`config.mk`:
```
export PLATFORM = sky130hd
export DESIGN_NAME = ex_stage
export DESIGN_NICKNAME = d
export VERILOG_FILES = /design/src/rtl/ex_stage_pkg.sv /design/src/rtl/iterative_multiplier.sv /design/src/rtl/ex_stage.sv
export SDC_FILE = /design/constraint.sdc
export NUM_CORES = 2
export LEC_CHECK = 0
export ABC_AREA = 1
export CAP_MARGIN = 20
export CELL_PAD_IN_SITES_DETAIL_PLACEMENT = 1
export CELL_PAD_IN_SITES_GLOBAL_PLACEMENT = 1
export CORE_ASPECT_RATIO = 0.7
export CORE_UTILIZATION = 47
export CTS_CLUSTER_DIAMETER = 150
export DETAILED_ROUTE_END_ITERATION = 8
export DONT_BUFFER_PORTS = 1
export PLACE_DENSITY_LB_ADDON = 0.1
export SLEW_MARGIN = 15
export SYNTH_ARGS = -nofsm -noshare
export SYNTH_HDL_FRONTEND = slang
export SYNTH_SLANG_ARGS = --single-unit
export TNS_END_PERCENT = 1
```
`constraint.sdc`:
```
create_clock -name clock -period 9.4 [get_ports clock]
set_clock_uncertainty 0.15 [all_clocks]
set_input_delay 0.47 -clock clock [delete_from_list [all_inputs] [get_ports clock]]
set_output_delay 0.47 -clock clock [all_outputs]
set_load 0.01 [all_outputs]
```
`src/rtl/ex_stage_pkg.sv`:
```
// rtl/ex_stage_pkg.sv - opcodes, funct codes, pipeline bus types and MUL FSM states for the execute stage
// Contents: OP_* opcodes, F_* ALU funct codes, id_ex_bus_t, ex_mem_bus_t,
//           EX_MEM_BUBBLE (NOP with all fields zero), mul_state_t.
package ex_stage_pkg;

  localparam logic [3:0] OP_NOP         = 4'h0;
  localparam logic [3:0] OP_ALUR        = 4'h1;
  localparam logic [3:0] OP_ALUI        = 4'h2;
  localparam logic [3:0] OP_LW          = 4'h3;
  localparam logic [3:0] OP_SW          = 4'h4;
  localparam logic [3:0] OP_MUL         = 4'h5;
  localparam logic [3:0] OP_DRAIN_CACHE = 4'h6;

  localparam logic [3:0] F_ADD = 4'h0;
  localparam logic [3:0] F_SUB = 4'h1;
  localparam logic [3:0] F_AND = 4'h2;
  localparam logic [3:0] F_OR  = 4'h3;
  localparam logic [3:0] F_XOR = 4'h4;
  localparam logic [3:0] F_SLL = 4'h5;
  localparam logic [3:0] F_SRL = 4'h6;
  localparam logic [3:0] F_SRA = 4'h7;
  localparam logic [3:0] F_SLT = 4'h8;

  typedef struct packed {
    logic [31:0] instruction;
    logic [3:0]  opcode;
    logic [4:0]  rd;
    logic [31:0] a_val;
    logic [31:0] b_val;
    logic [31:0] imm;
    logic [3:0]  funct;
  } id_ex_bus_t;

  typedef struct packed {
    logic [31:0] instruction;
    logic [3:0]  opcode;
    logic [4:0]  rd;
    logic [31:0] alu_result;
    logic [31:0] b_val;
  } ex_mem_bus_t;

  localparam ex_mem_bus_t EX_MEM_BUBBLE = '{
    instruction: 32'h0,
    opcode:      OP_NOP,
    rd:          5'h0,
    alu_result:  32'h0,
    b_val:       32'h0
  };

  typedef enum logic [1:0] {
    MUL_IDLE = 2'd0,
    MUL_BUSY = 2'd1,
    MUL_DONE = 2'd2
  } mul_state_t;

endpackage

```
`src/rtl/iterative_multiplier.sv`:
```
// rtl/iterative_multiplier.sv - shift-and-add multiplier retiring MUL_BITS_PER_CYCLE bits of b per cycle
// Ports: clock, reset (sync, active-high); start/a_in/b_in launch a product from IDLE;
//        abort returns to IDLE from any state; accept releases DONE;
//        idle/busy/done reflect the FSM state; result is the 32-bit accumulator.
module iterative_multiplier
  import ex_stage_pkg::*;
#(
  parameter int MUL_BITS_PER_CYCLE = 8
) (
  input  logic        clock,
  input  logic        reset,
  input  logic        start,
  input  logic        abort,
  input  logic        accept,
  input  logic [31:0] a_in,
  input  logic [31:0] b_in,
  output logic        idle,
  output logic        busy,
  output logic        done,
  output logic [31:0] result
);

  localparam int          K     = MUL_BITS_PER_CYCLE;
  localparam int          N     = 32 / K;
  localparam int          CNT_W = (N > 1) ? $clog2(N) : 1;
  localparam logic [31:0] K_U   = 32'(K);
  // For K == 32 the shift wraps to zero and the subtraction yields all ones.
  localparam logic [31:0] CHUNK_MASK = (K >= 32) ? 32'hFFFF_FFFF : ((32'd1 << K) - 32'd1);

  mul_state_t        state_q, state_d;
  logic [31:0]       acc_q, acc_d;
  logic [31:0]       a_q, a_d;
  logic [31:0]       b_q, b_d;
  logic [CNT_W-1:0]  cnt_q, cnt_d;
  logic [31:0]       shamt;
  logic [31:0]       chunk;
  logic [31:0]       partial;

  always_comb begin
    state_d = state_q;
    acc_d   = acc_q;
    a_d     = a_q;
    b_d     = b_q;
    cnt_d   = cnt_q;
    shamt   = 32'(cnt_q) * K_U;
    chunk   = (b_q >> shamt) & CHUNK_MASK;
    // Truncating before the shift is safe: bits pushed past 31 are lost either way.
    partial = a_q * chunk;
    if (abort) begin
      state_d = MUL_IDLE;
    end else begin
      case (state_q)
        MUL_IDLE: begin
          if (start) begin
            a_d     = a_in;
            b_d     = b_in;
            acc_d   = 32'h0;
            cnt_d   = '0;
            state_d = MUL_BUSY;
          end
        end
        MUL_BUSY: begin
          acc_d = acc_q + (partial << shamt);
          cnt_d = cnt_q + 1'b1;
          if (cnt_q == CNT_W'(N - 1)) begin
            state_d = MUL_DONE;
          end
        end
        MUL_DONE: begin
          if (accept) begin
            state_d = MUL_IDLE;
          end
        end
        default: state_d = MUL_IDLE;
      endcase
    end
  end

  always_ff @(posedge clock) begin
    if (reset) begin
      state_q <= MUL_IDLE;
      acc_q   <= 32'h0;
      a_q     <= 32'h0;
      b_q     <= 32'h0;
      cnt_q   <= '0;
    end else begin
      state_q <= state_d;
      acc_q   <= acc_d;
      a_q     <= a_d;
      b_q     <= b_d;
      cnt_q   <= cnt_d;
    end
  end

  assign idle   = (state_q == MUL_IDLE);
  assign busy   = (state_q == MUL_BUSY);
  assign done   = (state_q == MUL_DONE);
  assign result = acc_q;

endmodule

```
`src/rtl/ex_stage.sv`:
```
// rtl/ex_stage.sv - execute stage: inline ALU/address generation, iterative MUL, registered EX->MEM bus
// Ports: clock, reset (sync, active-high); id_ex_bus_in from ID; mem_stall_in holds the output;
//        flush_in kills the instruction in EX; ex_mem_bus_out registered to MEM;
//        ex_stall_out holds ID; mul_busy_out is high whenever the MUL FSM is not idle.
module ex_stage
  import ex_stage_pkg::*;
#(
  parameter int MUL_BITS_PER_CYCLE = 8
) (
  input  logic        clock,
  input  logic        reset,
  input  id_ex_bus_t  id_ex_bus_in,
  input  logic        mem_stall_in,
  input  logic        flush_in,
  output ex_mem_bus_t ex_mem_bus_out,
  output logic        ex_stall_out,
  output logic        mul_busy_out
);

  ex_mem_bus_t ex_mem_q, ex_mem_d;
  ex_mem_bus_t computed;
  logic [31:0] op2;
  logic [4:0]  shamt;
  logic [31:0] alu_out;
  logic        is_mul;
  logic        mul_idle, mul_busy, mul_done;
  logic [31:0] mul_result;
  logic        mul_pending;

  assign is_mul      = (id_ex_bus_in.opcode == OP_MUL);
  assign mul_pending = mul_busy | (mul_idle & is_mul);
  assign ex_stall_out = ~reset & (mul_pending | mem_stall_in);
  assign mul_busy_out = ~mul_idle;

  // The FSM keeps iterating under a MEM stall; only the DONE->IDLE hand-off waits.
  iterative_multiplier #(
    .MUL_BITS_PER_CYCLE(MUL_BITS_PER_CYCLE)
  ) u_mul (
    .clock  (clock),
    .reset  (reset),
    .start  (mul_idle & is_mul & ~flush_in),
    .abort  (flush_in),
    .accept (~mem_stall_in & ~flush_in),
    .a_in   (id_ex_bus_in.a_val),
    .b_in   (id_ex_bus_in.b_val),
    .idle   (mul_idle),
    .busy   (mul_busy),
    .done   (mul_done),
    .result (mul_result)
  );

  always_comb begin
    op2   = (id_ex_bus_in.opcode == OP_ALUI) ? id_ex_bus_in.imm : id_ex_bus_in.b_val;
    shamt = op2[4:0];
    case (id_ex_bus_in.funct)
      F_ADD:   alu_out = id_ex_bus_in.a_val + op2;
      F_SUB:   alu_out = id_ex_bus_in.a_val - op2;
      F_AND:   alu_out = id_ex_bus_in.a_val & op2;
      F_OR:    alu_out = id_ex_bus_in.a_val | op2;
      F_XOR:   alu_out = id_ex_bus_in.a_val ^ op2;
      F_SLL:   alu_out = id_ex_bus_in.a_val << shamt;
      F_SRL:   alu_out = id_ex_bus_in.a_val >> shamt;
      F_SRA:   alu_out = 32'($signed(id_ex_bus_in.a_val) >>> shamt);
      F_SLT:   alu_out = {31'h0, $signed(id_ex_bus_in.a_val) < $signed(op2)};
      default: alu_out = 32'h0;
    endcase

    computed.instruction = id_ex_bus_in.instruction;
    computed.opcode      = id_ex_bus_in.opcode;
    computed.rd          = id_ex_bus_in.rd;
    computed.b_val       = id_ex_bus_in.b_val;
    computed.alu_result  = 32'h0;
    case (id_ex_bus_in.opcode)
      OP_ALUR, OP_ALUI:              computed.alu_result = alu_out;
      OP_LW, OP_SW:                  computed.alu_result = id_ex_bus_in.a_val + id_ex_bus_in.imm;
      OP_NOP, OP_DRAIN_CACHE, OP_MUL: computed.alu_result = 32'h0;
      default:                       computed.opcode     = OP_NOP;
    endcase
  end

  always_comb begin
    ex_mem_d = ex_mem_q;
    if (mem_stall_in) begin
      ex_mem_d = ex_mem_q;
    end else if (flush_in || mul_pending) begin
      ex_mem_d = EX_MEM_BUBBLE;
    end else if (mul_done) begin
      // ID has held the MUL instruction, so its instruction/rd/b_val are still on the input bus.
      ex_mem_d            = computed;
      ex_mem_d.alu_result = mul_result;
    end else begin
      ex_mem_d = computed;
    end
  end

  always_ff @(posedge clock) begin
    if (reset) begin
      ex_mem_q <= EX_MEM_BUBBLE;
    end else begin
      ex_mem_q <= ex_mem_d;
    end
  end

  assign ex_mem_bus_out = ex_mem_q;

endmodule

```
# After elaboration in Yosys (flattened, before gate mapping)
# Cells that the tools add are included.
[op_classes]
bitwise_logic = 13
n_reduce_logical = 12
multipliers = 1
addsub = 5
n_shift = 5
magnitude_cmp = 1
muxes = 14
eq_ne = 20
[op_table]
columns = ["operator", "n"]
rows = [
  ["one-hot mux 32 bit (9 select lines)", 1],
  ["one-hot mux 32 bit (2 select lines)", 2],
  ["two-way mux 105 bit", 1],
  ["adder 32 bit", 3],
  ["two-way mux 32 bit", 2],
  ["two-way mux 64 bit", 1],
  ["<< shifter 32 x 5 -> 32 bit", 2],
  ["bitwise AND 32 bit", 1],
  ["less-than comparator 32 bit", 1],
  ["multiplier 32 x 8 -> 32 bit", 1],
  ["bitwise OR 32 bit", 1],
  ["right shift 32 x 5 -> 32 bit", 1],
  ["right shift 32 x 5 -> 8 bit", 1],
  [">>> shifter 32 x 5 -> 32 bit", 1],
  ["subtractor 32 bit", 1],
  ["bitwise XOR 32 bit", 1],
  ["equality test 4 x 3 -> 1 bit (second input constant)", 7],
  ["equality test 4 x 2 -> 1 bit (second input constant)", 4],
  ["AND reduction 3 bit", 3],
  ["equality test 4 x 1 -> 1 bit (second input constant)", 2],
  ["logical NOT 4 bit", 2],
  ["two-way mux 2 bit", 4],
  ["OR reduction 7 bit", 1],
  ["!= test 2 x 1 -> 1 bit (second input constant)", 3],
  ["other kinds (14)", 24],
]
[word_totals]
reg_bits = 205
output_inout_bits = 107
inputBits = 145

# Logic depth before layout (Yosys ltp)
[logic_depth]
ltp_word = 7
ltp_mapped = 43
ltp_nobuf = 40

# Hierarchy
# From an unflattened synthesis, not the netlist that was laid out.
[unflattened]
hier_cells = 4686
area_unflattened_um2 = 28128.2
[modules_own_cells]
columns = ["mod", "area_each_um2", "seq_area_each_um2", "n_inst", "cells_per_inst"]
rows = [
  ["ex_stage", 15717.6, 2102.0, 1, 2933],
  ["iterative_multiplier", 12410.7, 2001.9, 1, 1753],
]

# Least setup slack after synthesis
# Ideal clock, no wire load.
[synth_timing]
kind = "register -> register"
startpoint = "reg u_mul.cnt_q[0]"
endpoint = "reg u_mul.acc_q[28], in the netlist u_mul.result[28]"
t_required_ns = 9.118
synth_period_minus_slack_ns = 6.872
setup_ns = 0.132
path_buffers = 4
stages_incl_launch_ff = 40
arrival_time_ns = 6.589
setup_slack_ns = 2.528
cell_sequence = "dfxtp_1 -> buf_2 -> inv_1 -> buf_2 -> nand2_1 -> nand3_1 -> nand2_1 -> clkbuf_1 -> clkbuf_1 -> nor2_1 -> fa_1 -> fa_1 -> fa_1 -> inv_1 -> fa_1 -> inv_1 -> ha_1 -> a21oi_1 -> (+4 left out) -> xnor2_1 -> nand2_1 -> o21ai_0 -> a21oi_1 -> ha_1 -> nand2_1 -> nor2_1 -> inv_1 -> nor3_1 -> nand4_1 -> o2111ai_1 -> nand2_1 -> o211ai_1 -> nand2_1 -> o211ai_1 -> a21oi_1 -> o21ai_0 -> a21oi_1"
[synth_between]
elab_chain_len = 5
[synth_lines]
columns = ["item", "line", "source"]
rows = [
  ["from (decl)", "iterative_multiplier.sv:34", "logic [CNT_W-1:0] cnt_q, cnt_d;"],
  ["from (signal assigned)", "iterative_multiplier.sv:91", "cnt_q <= cnt_d;"],
  ["right shift 32 x 5 -> 8 bit", "iterative_multiplier.sv:46", "chunk = (b_q >> shamt) & CHUNK_MASK;"],
  ["multiplier 32 x 8 -> 32 bit", "iterative_multiplier.sv:48", "partial = a_q * chunk;"],
  ["<< shifter 32 x 5 -> 32 bit *", "iterative_multiplier.sv:63", "acc_d = acc_q + (partial << shamt);"],
  ["adder 32 bit *", "iterative_multiplier.sv:63", ""],
  ["one-hot mux 32 bit (2 select lines) *", "iterative_multiplier.sv:52", "case (state_q)"],
  ["to (signal assigned)", "iterative_multiplier.sv:82", "acc_q <= 32'h0;"],
  ["to (signal assigned)", "iterative_multiplier.sv:88", "acc_q <= acc_d;"],
  ["to (decl)", "iterative_multiplier.sv:31", "logic [31:0] acc_q, acc_d;"],
]
# Every way passes the cells marked *; elsewhere a longest branch is shown, timed or not.
# A chain may end at the register's enable or synchronous reset.

# Worst setup path after layout
[layout_timing]
startpoint = "reg u_mul.cnt_q[0]"
endpoint = "reg u_mul.acc_q[30], in the netlist u_mul.result[30]"
# The elaborated chain is that of the path after synthesis.

==> run metrics <==
Cell Pwr Density=95.3 nW/um^2; Mapped Nets=4980; share of cells above drive strength 1=0.0340; minimum clock period=8.47 ns; buffer count from post-CTS setup fixing=0; TritonCTS buffer count=21; R2R setup slack=0.93 ns; Worst-path clk slew=0.07 ns; most frequent cells in the layout=nand2_1, inv_1, nor2_1, o21ai_0, a21oi_1; outcome=finished, final reports clean; final count of negative-setup-slack endpoints=0; setup TNS=0 ns; Post-Synth Adder-Cell Area=0.210; placed cell areas=27800 sq um; vias in the first global route=30700; # hold bufs at CTS=59; GR Util All Layers=0.461; Slew headroom=0.191; Worst Hold Depth=2; worst endpoint required time=9.66 ns; Critical Path Fanout Max=18; worst reg2reg path depth=34; post-route cell area=29200 sq um; total gr overflow=0; initial antenna violation count=10; CTS tree=built; post-DR vias/cell=6.21; crit-path most repeated cell=a21oi_1; Leak=14.2 nW; drc violations=0; predominant post-synthesis flop cell=dfxtp_1; crit path kind=reg2reg; Die X=291 microns; YS warnings=0; Worst R2R End=u_mul.result[30]; H-tree levels=1; xor/xnor share of the synthesized area=0.0121; Seq/Total Area, Yosys=0.150; most common cell after layout, fill and taps aside=nand2_1; final net count=4908; delay of the slowest cell on the worst path=0.51 ns; fin crit share=0.901; Post-Route WL=140 mm; simple-gate area share of the yosys netlist=0.287; vias after detailed routing=32100; Resized cells post-CTS=0; clk_lat worst skew=0.54 ns; first-pass GRT wire length=204 mm; fin worst setup slack=0.931 ns; Hold EP=u_mul.b_q[18]; startpoint class of the critical path=flip-flop; CTS root buffer=clkbuf_16; syn avg cell area=6.13 sq um; Worst EP arrival=8.73 ns; main combinational cell family by area after synthesis=simple AND/OR/NAND/NOR gates; post-route ant nets=0; Final Hold Fails=0; #FFs+latches synth=205; Fmax achieved=118 MHz; EDFF count, synth=0; # rows=73; Die Height=204 microns; gpl congestion=1.13; full die area=59300 sq um; Syn Inst Count=4472; violation count after the first detailed-route iteration=3970; WL/cell=27.1 microns; pre-CTS setup slack=1.26 ns; DRT Pass-1 Iters=5; clk buf depth=3; mux cell area share after synthesis=0.00548; Distinct cells, synth=59; final hold slack=0.0191 ns; Worst Tran Pin Value=1.20 ns; Total Power=0.00278 W; IO buf count=0; # IOs=252; Syn Std Cell Area=27400 sq um; largest net degree at the start of global routing=95; Slowest-stage cell, CP=fa_1; area added between synthesis and finish=6.49%; asr flop ratio synth=0; initial cell density of the core=0.479; Compound-Gate Fraction of Synth Area=0.214; Max-cap violations=0; final max-slew violation count=0; RSZ-0062 raised after global routing=no; hold wc startpoint=id_ex_bus_in[54]; Max VDD drop=122 uV; Setup crit end kind=flip-flop; Hold Crit Class=in2reg; reg2reg start=u_mul.cnt_q[0]; Detailed Place HPWL=112 mm; clock sink count=205; area of the core=57200 sq um
==> power breakdown <==
part / internal, W / total (W) / leakage, nW / switching (W)
clock: 0.000485 / 0.000904 / 0.341 / 0.000419
sequential: 0.000888 / 0.000918 / 1.66 / 0.0000298
combinational: 0.000259 / 0.000958 / 12.2 / 0.000699
==> logic make-up (layout without fill, tap and decap cells) <==
| family | count (synthesis) | in the layout |
|---|---|---|
| AO/OA/AOI/OAI | 1069 | 1069 |
| other | 0 | 7 |
| buffers and inverters | 852 | 795 |
| AND/OR/NAND/NOR | 1930 | 1930 |
| flip-flops | 205 | 205 |
| XOR/XNOR | 38 | 38 |
| adder cells (fa/ha/maj) | 363 | 363 |
| multiplexers | 15 | 15 |
==> metrics by stage <==
stage / std cells / utilization
after floorplan: 4472 / -
after global placement: 5068 / 0.487
after detailed placement: 5068 / 0.487
after CTS: 5165 / 0.510
after global routing: 5165 / 0.510
final: 5172 / 0.510
==> cell usage after synthesis, types with 5 or more instances <==
cell | number | share of area
nand3b_1 | 5 | 0.0014
ha_1 | 203 | 0.093
nor3_1 | 39 | 0.0071
nand2_1 | 1081 | 0.15
inv_2 | 13 | 0.0018
xor2_1 | 26 | 0.0083
xnor2_1 | 12 | 0.0038
or2_2 | 23 | 0.0053
nor4_1 | 10 | 0.0023
o211ai_1 | 34 | 0.0093
o21bai_1 | 14 | 0.0038
o21ai_1 | 93 | 0.017
clkbuf_1 | 141 | 0.019
dfxtp_1 | 205 | 0.15
o221ai_1 | 17 | 0.0054
mux2i_1 | 15 | 0.0055
buf_1 | 10 | 0.0014
fa_1 | 160 | 0.12
nand4_1 | 32 | 0.0073
o22ai_1 | 21 | 0.0048
inv_1 | 641 | 0.088
a21o_1 | 12 | 0.0033
o21ai_2 | 5 | 0.0016
a31oi_1 | 19 | 0.0043
o21ai_0 | 406 | 0.074
buf_6 | 8 | 0.0033
buf_4 | 7 | 0.0019
a21boi_0 | 6 | 0.0016
a21oi_1 | 381 | 0.070
nor2_1 | 466 | 0.064
buf_2 | 26 | 0.0047
a211oi_1 | 11 | 0.0030
o21a_1 | 16 | 0.0044
a221oi_1 | 8 | 0.0026
or2_1 | 8 | 0.0018
nand3_1 | 253 | 0.046
==> flip-flops by register name (all words and copies together) (netlist names) <==
name / cells
ex_mem_bus_out: 105
u_mul.a_q: 32
u_mul.b_q: 32
u_mul.cnt_q: 2
u_mul.result: 32
u_mul.state_q: 2
==> per-layer routing <==
layer  share of wire  vias up  track usage
li1                -    14300            -
met1            0.43    15700        0.652
met2            0.39     1923        0.633
met3            0.15      228        0.198
met4           0.028        8        0.117
met5          0.0012        -            0
==> final cells by class <==
cell class,count,area [sq um]
Tap cell,750,938
Antenna cell,7,17.5
Fill cell,7930,28000
Clock buffer,22,539
Sequential cell,205,4100
Clock inverter,16,171
Timing Repair Buffer,101,916
Inverter,656,2460
Multi-Input combinational cell,3415,20000
==> critical path, delay by kind of cell, from the launching register on <==
kind | cells | cell delay (ns)
and+or+nand+nor | 10 | 1.70
adders and majority gates | 6 | 2.70
buffers and inverters | 6 | 1.02
AOI/OAI and AO/OA | 11 | 2.03
DFF | 1 | 0.34
xor gates and xnor gates | 1 | 0.39
==> worst max path at each step <==
| stage | start | end | slack, ns | cells past startpoint |
|---|---|---|---|---|
| 2_1_floorplan | u_mul.cnt_q[0] | u_mul.result[28] | 2.53 | 39 |
| 4_1_cts | u_mul.cnt_q[0] | u_mul.result[30] | 1.21 | 34 |
| 3_3_place_gp | u_mul.cnt_q[0] | u_mul.result[27] | 1.52 | 34 |
| 6_report | u_mul.cnt_q[0] | u_mul.result[30] | 0.93 | 34 |
| 5_1_grt | u_mul.cnt_q[0] | u_mul.result[28] | 0.40 | 40 |
| 3_5_place_dp | u_mul.cnt_q[0] | u_mul.result[30] | 1.26 | 34 |
No activity file was read; power rests on OpenSTA's default activity.
